$ cat src/rtl/cacheline_mem_arbiter_if.sv
// Bundle of the cache-side and memory-side buses around cacheline_mem_arbiter.
// master: the arbiter's view. It receives cache requests and memory beats, and
//         drives cache responses and the burst memory port.
// slave : the surrounding world's view, meaning the caches plus the memory.
// Ports : i_* icache fill, d_* dcache fill/writeback, mem_* burst memory port.
interface cacheline_mem_arbiter_if #(
  parameter int BEAT_W = 64,
  parameter int LINE_W = 256
);
  // Instruction cache side.
  logic              i_read;
  logic [31:0]       i_addr;
  logic [LINE_W-1:0] i_rdata;
  logic              i_resp;

  // Data cache side.
  logic              d_read;
  logic              d_write;
  logic [31:0]       d_addr;
  logic [LINE_W-1:0] d_wdata;
  logic [LINE_W-1:0] d_rdata;
  logic              d_resp;

  // Burst memory port.
  logic              mem_read;
  logic              mem_write;
  logic [31:0]       mem_addr;
  logic [BEAT_W-1:0] mem_wdata;
  logic [BEAT_W-1:0] mem_rdata;
  logic              mem_resp;

  modport master (
    input  i_read, i_addr, d_read, d_write, d_addr, d_wdata, mem_rdata, mem_resp,
    output i_rdata, i_resp, d_rdata, d_resp, mem_read, mem_write, mem_addr, mem_wdata
  );

  modport slave (
    output i_read, i_addr, d_read, d_write, d_addr, d_wdata, mem_rdata, mem_resp,
    input  i_rdata, i_resp, d_rdata, d_resp, mem_read, mem_write, mem_addr, mem_wdata
  );
endinterface

$ cat src/rtl/cacheline_mem_arbiter.sv
// Purpose : arbitrates icache/dcache line fills and writebacks onto one burst memory port.
// Latency : grant 1 cycle after the request; then BURST_LEN accepted beats; resp pulses in DONE.
// Backpr. : mem_resp low stalls the burst in place. Losing requests wait for the next IDLE.
// Ports   : clk, reset_n (async, active low), bus (cacheline_mem_arbiter_if.master).
// Option  : `define ARB_ROUND_ROBIN_EN alternates between the caches when both request.
//           Otherwise the fixed order is d_write > d_read > i_read.
// LINE_W must equal BURST_LEN*BEAT_W. The mem_* signals drive the top-level mp4 memory port.
module cacheline_mem_arbiter #(
  parameter int BURST_LEN = 4,
  parameter int BEAT_W    = 64,
  parameter int LINE_W    = 256
) (
  input  logic                   clk,
  input  logic                   reset_n,
  cacheline_mem_arbiter_if.master bus
);

  localparam int CNT_W = $clog2(BURST_LEN);
  localparam int OFF_W = $clog2(LINE_W / 8);

  typedef enum logic [2:0] {IDLE, I_RD, D_RD, D_WR, DONE} state_e;

  state_e             state_q, state_d;
  logic [CNT_W-1:0]   cnt_q;
  logic [31:0]        addr_q;
  logic [LINE_W-1:0]  wline_q;
  logic [LINE_W-1:0]  rbuf_q;
  logic [LINE_W-1:0]  i_rdata_q;
  logic [LINE_W-1:0]  d_rdata_q;
  logic               owner_i_q;   // 1 while the icache owns the current burst

  logic               in_burst;
  logic               burst_rd;
  logic               last_beat;
  logic               grant;
  logic [31:0]        gnt_addr;
  logic [LINE_W-1:0]  rline_nxt;

`ifdef ARB_ROUND_ROBIN_EN
  logic               last_grant_q; // 0 = icache was granted last, 1 = dcache
  logic               d_req;
  assign d_req = bus.d_read | bus.d_write;
`endif

  assign burst_rd  = (state_q == I_RD) || (state_q == D_RD);
  assign in_burst  = burst_rd || (state_q == D_WR);
  assign last_beat = (cnt_q == CNT_W'(BURST_LEN - 1));
  assign grant     = (state_q == IDLE) && (state_d != IDLE);
  assign gnt_addr  = (state_d == I_RD) ? bus.i_addr : bus.d_addr;

  // Next-state logic. Arbitration happens only in IDLE, so a client that drops
  // its request during DONE is never granted twice.
  always_comb begin
    state_d = state_q;
    case (state_q)
      IDLE: begin
`ifdef ARB_ROUND_ROBIN_EN
        if (d_req && (!bus.i_read || !last_grant_q)) begin
          state_d = bus.d_write ? D_WR : D_RD;
        end else if (bus.i_read) begin
          state_d = I_RD;
        end
`else
        if (bus.d_write) begin
          state_d = D_WR;
        end else if (bus.d_read) begin
          state_d = D_RD;
        end else if (bus.i_read) begin
          state_d = I_RD;
        end
`endif
      end
      I_RD, D_RD, D_WR: begin
        if (bus.mem_resp && last_beat) begin
          state_d = DONE;
        end
      end
      DONE:    state_d = IDLE;
      default: state_d = IDLE;
    endcase
  end

  // Read beats are staged in rbuf_q. The client's line register is only
  // overwritten on the last beat. That keeps the previous line stable until the
  // new one is complete.
  always_comb begin
    rline_nxt = rbuf_q;
    rline_nxt[cnt_q*BEAT_W +: BEAT_W] = bus.mem_rdata;
  end

  always_ff @(posedge clk or negedge reset_n) begin
    if (!reset_n) begin
      state_q   <= IDLE;
      cnt_q     <= '0;
      addr_q    <= '0;
      wline_q   <= '0;
      rbuf_q    <= '0;
      i_rdata_q <= '0;
      d_rdata_q <= '0;
      owner_i_q <= 1'b0;
`ifdef ARB_ROUND_ROBIN_EN
      last_grant_q <= 1'b0;
`endif
    end else begin
      state_q <= state_d;
      if (grant) begin
        cnt_q     <= '0;
        owner_i_q <= (state_d == I_RD);
        addr_q    <= {gnt_addr[31:OFF_W], {OFF_W{1'b0}}};
        if (state_d == D_WR) begin
          wline_q <= bus.d_wdata;
        end
`ifdef ARB_ROUND_ROBIN_EN
        last_grant_q <= (state_d != I_RD);
`endif
      end else if (in_burst && bus.mem_resp) begin
        cnt_q <= cnt_q + 1'b1;
        if (burst_rd) begin
          rbuf_q <= rline_nxt;
          if (last_beat) begin
            if (owner_i_q) begin
              i_rdata_q <= rline_nxt;
            end else begin
              d_rdata_q <= rline_nxt;
            end
          end
        end
      end
    end
  end

  // All strobes decode straight from the state register. Because the state
  // resets asynchronously, they drop as soon as reset_n asserts.
  assign bus.mem_read  = burst_rd;
  assign bus.mem_write = (state_q == D_WR);
  assign bus.mem_addr  = addr_q;
  assign bus.mem_wdata = wline_q[cnt_q*BEAT_W +: BEAT_W];
  assign bus.i_resp    = (state_q == DONE) && owner_i_q;
  assign bus.d_resp    = (state_q == DONE) && !owner_i_q;
  assign bus.i_rdata   = i_rdata_q;
  assign bus.d_rdata   = d_rdata_q;

endmodule

$ cat src/flat_wrapper.sv
// flat-port wrapper written by rule: the top's interface ports become plain ports
module cacheline_mem_arbiter_flat 
#(
  parameter int BURST_LEN = 4,
  parameter int BEAT_W    = 64,
  parameter int LINE_W    = 256
)
  (clk, reset_n, bus_i_read, bus_i_addr, bus_d_read, bus_d_write, bus_d_addr, bus_d_wdata, bus_mem_rdata, bus_mem_resp, bus_i_rdata, bus_i_resp, bus_d_rdata, bus_d_resp, bus_mem_read, bus_mem_write, bus_mem_addr, bus_mem_wdata);
  cacheline_mem_arbiter_if #(.BEAT_W(BEAT_W), .LINE_W(LINE_W)) bus_i ();
  input  logic clk;
  input  logic reset_n;
  input wire logic [$bits(bus_i.i_read)-1:0] bus_i_read;
  input wire logic [$bits(bus_i.i_addr)-1:0] bus_i_addr;
  input wire logic [$bits(bus_i.d_read)-1:0] bus_d_read;
  input wire logic [$bits(bus_i.d_write)-1:0] bus_d_write;
  input wire logic [$bits(bus_i.d_addr)-1:0] bus_d_addr;
  input wire logic [$bits(bus_i.d_wdata)-1:0] bus_d_wdata;
  input wire logic [$bits(bus_i.mem_rdata)-1:0] bus_mem_rdata;
  input wire logic [$bits(bus_i.mem_resp)-1:0] bus_mem_resp;
  output wire logic [$bits(bus_i.i_rdata)-1:0] bus_i_rdata;
  output wire logic [$bits(bus_i.i_resp)-1:0] bus_i_resp;
  output wire logic [$bits(bus_i.d_rdata)-1:0] bus_d_rdata;
  output wire logic [$bits(bus_i.d_resp)-1:0] bus_d_resp;
  output wire logic [$bits(bus_i.mem_read)-1:0] bus_mem_read;
  output wire logic [$bits(bus_i.mem_write)-1:0] bus_mem_write;
  output wire logic [$bits(bus_i.mem_addr)-1:0] bus_mem_addr;
  output wire logic [$bits(bus_i.mem_wdata)-1:0] bus_mem_wdata;
  assign bus_i.i_read = bus_i_read;
  assign bus_i.i_addr = bus_i_addr;
  assign bus_i.d_read = bus_d_read;
  assign bus_i.d_write = bus_d_write;
  assign bus_i.d_addr = bus_d_addr;
  assign bus_i.d_wdata = bus_d_wdata;
  assign bus_i.mem_rdata = bus_mem_rdata;
  assign bus_i.mem_resp = bus_mem_resp;
  assign bus_i_rdata = bus_i.i_rdata;
  assign bus_i_resp = bus_i.i_resp;
  assign bus_d_rdata = bus_i.d_rdata;
  assign bus_d_resp = bus_i.d_resp;
  assign bus_mem_read = bus_i.mem_read;
  assign bus_mem_write = bus_i.mem_write;
  assign bus_mem_addr = bus_i.mem_addr;
  assign bus_mem_wdata = bus_i.mem_wdata;
  cacheline_mem_arbiter #(.BURST_LEN(BURST_LEN), .BEAT_W(BEAT_W), .LINE_W(LINE_W)) u_core (.clk(clk), .reset_n(reset_n), .bus(bus_i));
endmodule
$ cat config.mk
export PLATFORM = sky130hd
export DESIGN_NAME = cacheline_mem_arbiter_flat
export DESIGN_NICKNAME = d
export VERILOG_FILES = /design/src/rtl/cacheline_mem_arbiter_if.sv /design/src/rtl/cacheline_mem_arbiter.sv /design/src/flat_wrapper.sv
export SDC_FILE = /design/constraint.sdc
export NUM_CORES = 2
export LEC_CHECK = 0
export CORE_AREA = 2 2 392 394
export DETAILED_ROUTE_END_ITERATION = 7
export DIE_AREA = 0 0 394 396
export PLACE_DENSITY = 0.51
export SLEW_MARGIN = 20
export SYNTH_ARGS = -nofsm -noshare
export SYNTH_HDL_FRONTEND = slang
export SYNTH_SLANG_ARGS = --single-unit
$ cat constraint.sdc
create_clock -name clk -period 2.5 [get_ports clk]
set_input_delay 0.5 -clock clk [delete_from_list [all_inputs] [get_ports clk]]
set_output_delay 0.5 -clock clk [all_outputs]
set_load 0.005 [all_outputs]
# Yosys cells after proc, flatten, opt, wreduce, memory -nomap -nowiden
# Index checks and enable logic that the tools add are counted.
# totals
register_bits	1057
output_inout_bits	612
word_cells	47
# op_classes
add_sub_neg	2
eq_ne	7
shift	3
n_mux	9
bitwise_logic	2
reduce_logical	16
# ops
operator	count
bitwise mux 256 bit	1
variable shift 64 x 34 -> 256 bit (first input constant)	1
variable part select 256 x 9 -> 64 bit	1
variable part select 64 x 34 -> 256 bit	1
negator 8 -> 34 bit	1
two-way mux 32 bit	1
two-way mux 3 bit	4
AND reduction 5 bit	2
equality test 3 x 2 -> 1 bit (second input constant)	3
equality test 3 x 1 -> 1 bit (second input constant)	2
case mux 3 bit (2 select lines)	1
logical AND 1 bit	5
two-way mux 2 bit	2
equality test 3 bit (second input constant)	1
logical NOT 3 bit	1
AND reduction 3 bit	1
nonzero test 3 bit	1
OR reduction 3 bit	1
adder 2 x 1 -> 2 bit (second input constant)	1
equality test 2 bit (second input constant)	1
logical OR 1 bit	2
NOT 1 bit	2
AND reduction 2 bit	1
nonzero test 2 bit	1
logical NOT 1 bit	1

# Longest topological paths before layout
# logic_depth
depth_word	8
depth_mapped	10
mapped_depth_nobuf	6

# Worst setup path after synthesis
# No wires, ideal clock.
# synth_path
path_kind	register -> register
startpoint	register u_core.cnt_q[1]
endpoint	register u_core.i_rdata_q[182] (netlist: u_core.bus.i_rdata[182])
setup_ns	0.083
arrival_time_ns	2.529
setup_slack_ns	-0.112
path_stages_with_launch	11
period_less_slack_ns	2.612
path_cell_list	dfrtp_1 -> clkbuf_1 -> clkbuf_1 -> inv_1 -> ha_1 -> inv_1 -> nor4b_1 -> buf_2 -> clkbuf_1 -> a21oi_1 -> o21ai_0
# synth_via
elab_chain_cells	8
# synth_lines
element	line_no	source
start: declaration	cacheline_mem_arbiter.sv:24	logic [CNT_W-1:0] cnt_q;
start signal: assignment	cacheline_mem_arbiter.sv:117	cnt_q <= cnt_q + 1'b1;
parallel branches: the longest is 8 deep, another holds negator 8 -> 34 bit	--	
end signal: assignment	cacheline_mem_arbiter.sv:122	i_rdata_q <= rline_nxt;
end: declaration	cacheline_mem_arbiter.sv:28	logic [LINE_W-1:0] i_rdata_q;
# Several ways; the timed one is not identified.
# A chain may end at the register's enable or synchronous reset.

# Worst setup path after layout
# layout_path
startpoint	register u_core.cnt_q[0]
endpoint	output port bus_mem_wdata[27]
# layout_via
elab_chain_cells	1
# layout_lines
element	line_no	source
variable part select 256 x 9 -> 64 bit	cacheline_mem_arbiter.sv:137	assign bus.mem_wdata = wline_q[cnt_q*BEAT_W +: BEAT_W];
end: declaration	flat_wrapper.sv:27	output wire logic [$bits(bus_i.mem_wdata)-1:0] bus_mem_wdata;
# No other way between the ends.

==> results.json <==
{
  "postSynthAreaPerCell_sq_um": 11.9,
  "slew_headroom_pct": 54.6,
  "drive_gt1_share_pct": 21.0,
  "critPathKind": "flop to primary output",
  "cts_htree_levels": 3,
  "io_buffers": 986,
  "drv_slew": 0,
  "synthTopCellsByArea": "dfrtp_1, mux2_2, a22o_1",
  "r2r_start": "u_core.cnt_q[0]",
  "grt_max_degree": 109,
  "cts-root-buf": "clkbuf_16",
  "path_clk_slew_ns": 0.06,
  "drt_iter0_markers": 2123,
  "crit_fanout": 5,
  "core-area_sq_um": 152000,
  "rr_endpoint": "u_core.rbuf_q[202]",
  "post-synth-top-area-cell": "dfrtp_1",
  "grt.total_usage_pct": 21.4,
  "cap_viol_max_count": 0,
  "die_y_microns": 396,
  "grt_pass1_wl_mm": 245,
  "dieWidth_microns": 394,
  "start_util_pct": 28.3,
  "wl_per_cell_microns": 26.0,
  "mostFrequentLayoutCells": "dfrtp_1, clkdlybuf4s50_1, nand2_1",
  "layout_commonest_cell": "dfrtp_1",
  "leakage_uw": 0.0263,
  "fin_tns_setup_ns": -17.39,
  "ant_nets": 0,
  "ioPinCount": 1002,
  "vias": 33100,
  "yosysSeqAreaShare_pct": 61.6,
  "seqPwrFrac_pct": 36.3,
  "setup_violations": 95,
  "synth-seq-cells": 1057,
  "num_rows": 143,
  "grt_pass1_vias": 33300,
  "ys_warn_count": 0,
  "drt_wl_total_mm": 178,
  "cp-start-kind": "flop",
  "synth-main-ff-cell": "dfrtp_1",
  "worst_slew_pin_slew_ns": 0.679,
  "gr-total-overflow": 0,
  "hold-worst-slack_ns": 0.216,
  "regToRegSetupSlack_ns": -0.06,
  "clkPwrFrac_pct": 24.2,
  "area_delta_synth_final_pct": 44.9,
  "p_int_uw": 50700,
  "hold_class": "primary input to async pin",
  "power_density_nw_per_um2": 1220,
  "irDropWorstVdd_mv": 0.683,
  "fmax_mhz": 348,
  "cp_data_required_time_ns": 2.00,
  "finalHoldViolCount": 0,
  "comb_power_share_pct": 39.5,
  "worstSetupEndpointType": "primary output",
  "hpwl_mm": 129,
  "synth_area_sq_um": 43000,
  "final_nets": 5096,
  "tritoncts": "done",
  "p_sw_share_pct": 33.3,
  "clock_sinks": 1057,
  "outcome": "finished with violations",
  "netlist.area_leader.share_pct": 61.6,
  "timing.final.crit_share_pct": 115,
  "antenna_found_initial": 50,
  "synth_edf_count": 0,
  "finalClockSkew_ns": 0.0600,
  "violations": "negative setup slack",
  "syn_inst": 3622,
  "design_area_sq_um": 62300,
  "vias_per_cell": 4.83,
  "min_period_ns": 2.88,
  "arrival_ns": 2.38,
  "clockBufferDepth": 3,
  "yosysUniqueCellTypes": 38,
  "dieArea_sq_um": 156000,
  "cts_buffers": 118,
  "power_switching_uw": 25400,
  "postPlaceCellArea_sq_um": 56200,
  "dr.pass1.iters": 5,
  "drcViolationCount": 0,
  "pre_cts_slack_ns": 0.0192,
  "synthArstFlopShare_pct": 100,
  "layout_setup_ws_ns": -0.377,
  "rsz0062_at_grt": "yes",
  "clk_latency_ns": 0.79,
  "gp_congestion": 0.871,
  "rr_worst_depth": 11
}
==> how the worst max path moves through the flow <==
stage                    start                 endpoint  slack, ns
5_1_grt        u_core.cnt_q[0]        bus_mem_wdata[30]      -0.43
3_5_place_dp   u_core.cnt_q[0]        bus_mem_wdata[55]       0.02
6_report       u_core.cnt_q[0]        bus_mem_wdata[27]      -0.38
3_3_place_gp   u_core.cnt_q[0]        bus_mem_wdata[55]      0.009
2_1_floorplan  u_core.cnt_q[1]  u_core.bus.i_rdata[182]       0.02
4_1_cts        u_core.cnt_q[0]        bus_mem_wdata[39]      -0.55
==> power by group through the flow <==
stage	combinational [uW]	sequential, uW	clock, uW
6_report	30100	27600	18400
5_1_grt	32300	28300	19500
4_1_cts	28800	27500	18800
3_5_place_dp	28300	27800	0
3_3_place_gp	28200	27600	0
2_1_floorplan	12300	26600	0
==> layer usage <==
metal / share of wire, % / GRT usage [%]
met2: 48 / 35.2
met5: 0.068 / 0
met3: 7.2 / 5.55
met4: 3.0 / 7.39
met1: 42 / 27.2
==> what timing repair did <==
action	in CTS	in global routing
gates cloned	1	20
setup buffers	25	46
endpoints found under the hold margin	97	0
hold buffers	1	0
pin swaps	0	49
resized for setup	335	229
setup endpoints to repair	68	203
==> layout make-up <==
cell class	instances	area [sq um]
fillers	14600	89300
clock buffers	177	3460
clock inverters	41	667
repair buffers	1305	14000
well taps	2030	2540
inverters	4	22.5
flip-flops and latches	1057	26500
multi-input cells	2215	15100
diodes	22	55.1
==> cell families after synthesis <==
| logic type | share of synthesized area [%] |
|---|---|
| AOI/OAI and AO/OA | 15.1 |
| DFF | 61.6 |
| and+or+nand+nor | 8.51 |
| buffers and inverters | 4.53 |
| muxes | 10.1 |
| adders and majority gates | 0.146 |
| other | 0.00873 |
| xor gates and xnor gates | 0.0641 |
==> cell usage after synthesis (all sizes together), types with 2 or more instances <==
| master | count |
|---|---|
| dfrtp | 1057 |
| nand2 | 578 |
| o21ai | 516 |
| a22o | 256 |
| mux2 | 256 |
| a21oi | 196 |
| nor2b | 195 |
| buf | 188 |
| clkbuf | 162 |
| a22oi | 64 |
| mux4 | 64 |
| nor2 | 31 |
| a31oi | 27 |
| and3 | 5 |
| ha | 5 |
| inv | 4 |
| and2 | 2 |
| nor3 | 2 |
| o21a | 2 |
==> worst max-delay path: stages (launching register included) <==
cell     delay, ns
dfrtp_4       0.52
buf_12        0.16
buf_12        0.14
buf_8         0.12
mux4_2        0.52
buf_6         0.17
==> per-stage QoR <==
stage | power, uW | utilization [%] | std cells
after floorplan | 38900 | - | 3626
after global placement | 55700 | 37.1 | 6521
after detailed placement | 56100 | 37.1 | 6521
after CTS | 75200 | 40.0 | 6766
after global routing | 80100 | 41.1 | 6846
final | 76100 | 41.1 | 6851
==> flip-flops by register name (all words and copies together), names as in the netlist <==
signal,count
u_core.bus.d_rdata,256
u_core.wline_q,256
u_core.rbuf_q,256
u_core.state_q,3
u_core.cnt_q,2
u_core.owner_i_q,1
u_core.bus.i_rdata,256
u_core.bus.mem_addr,27
(Power assumes the default switching activity.)
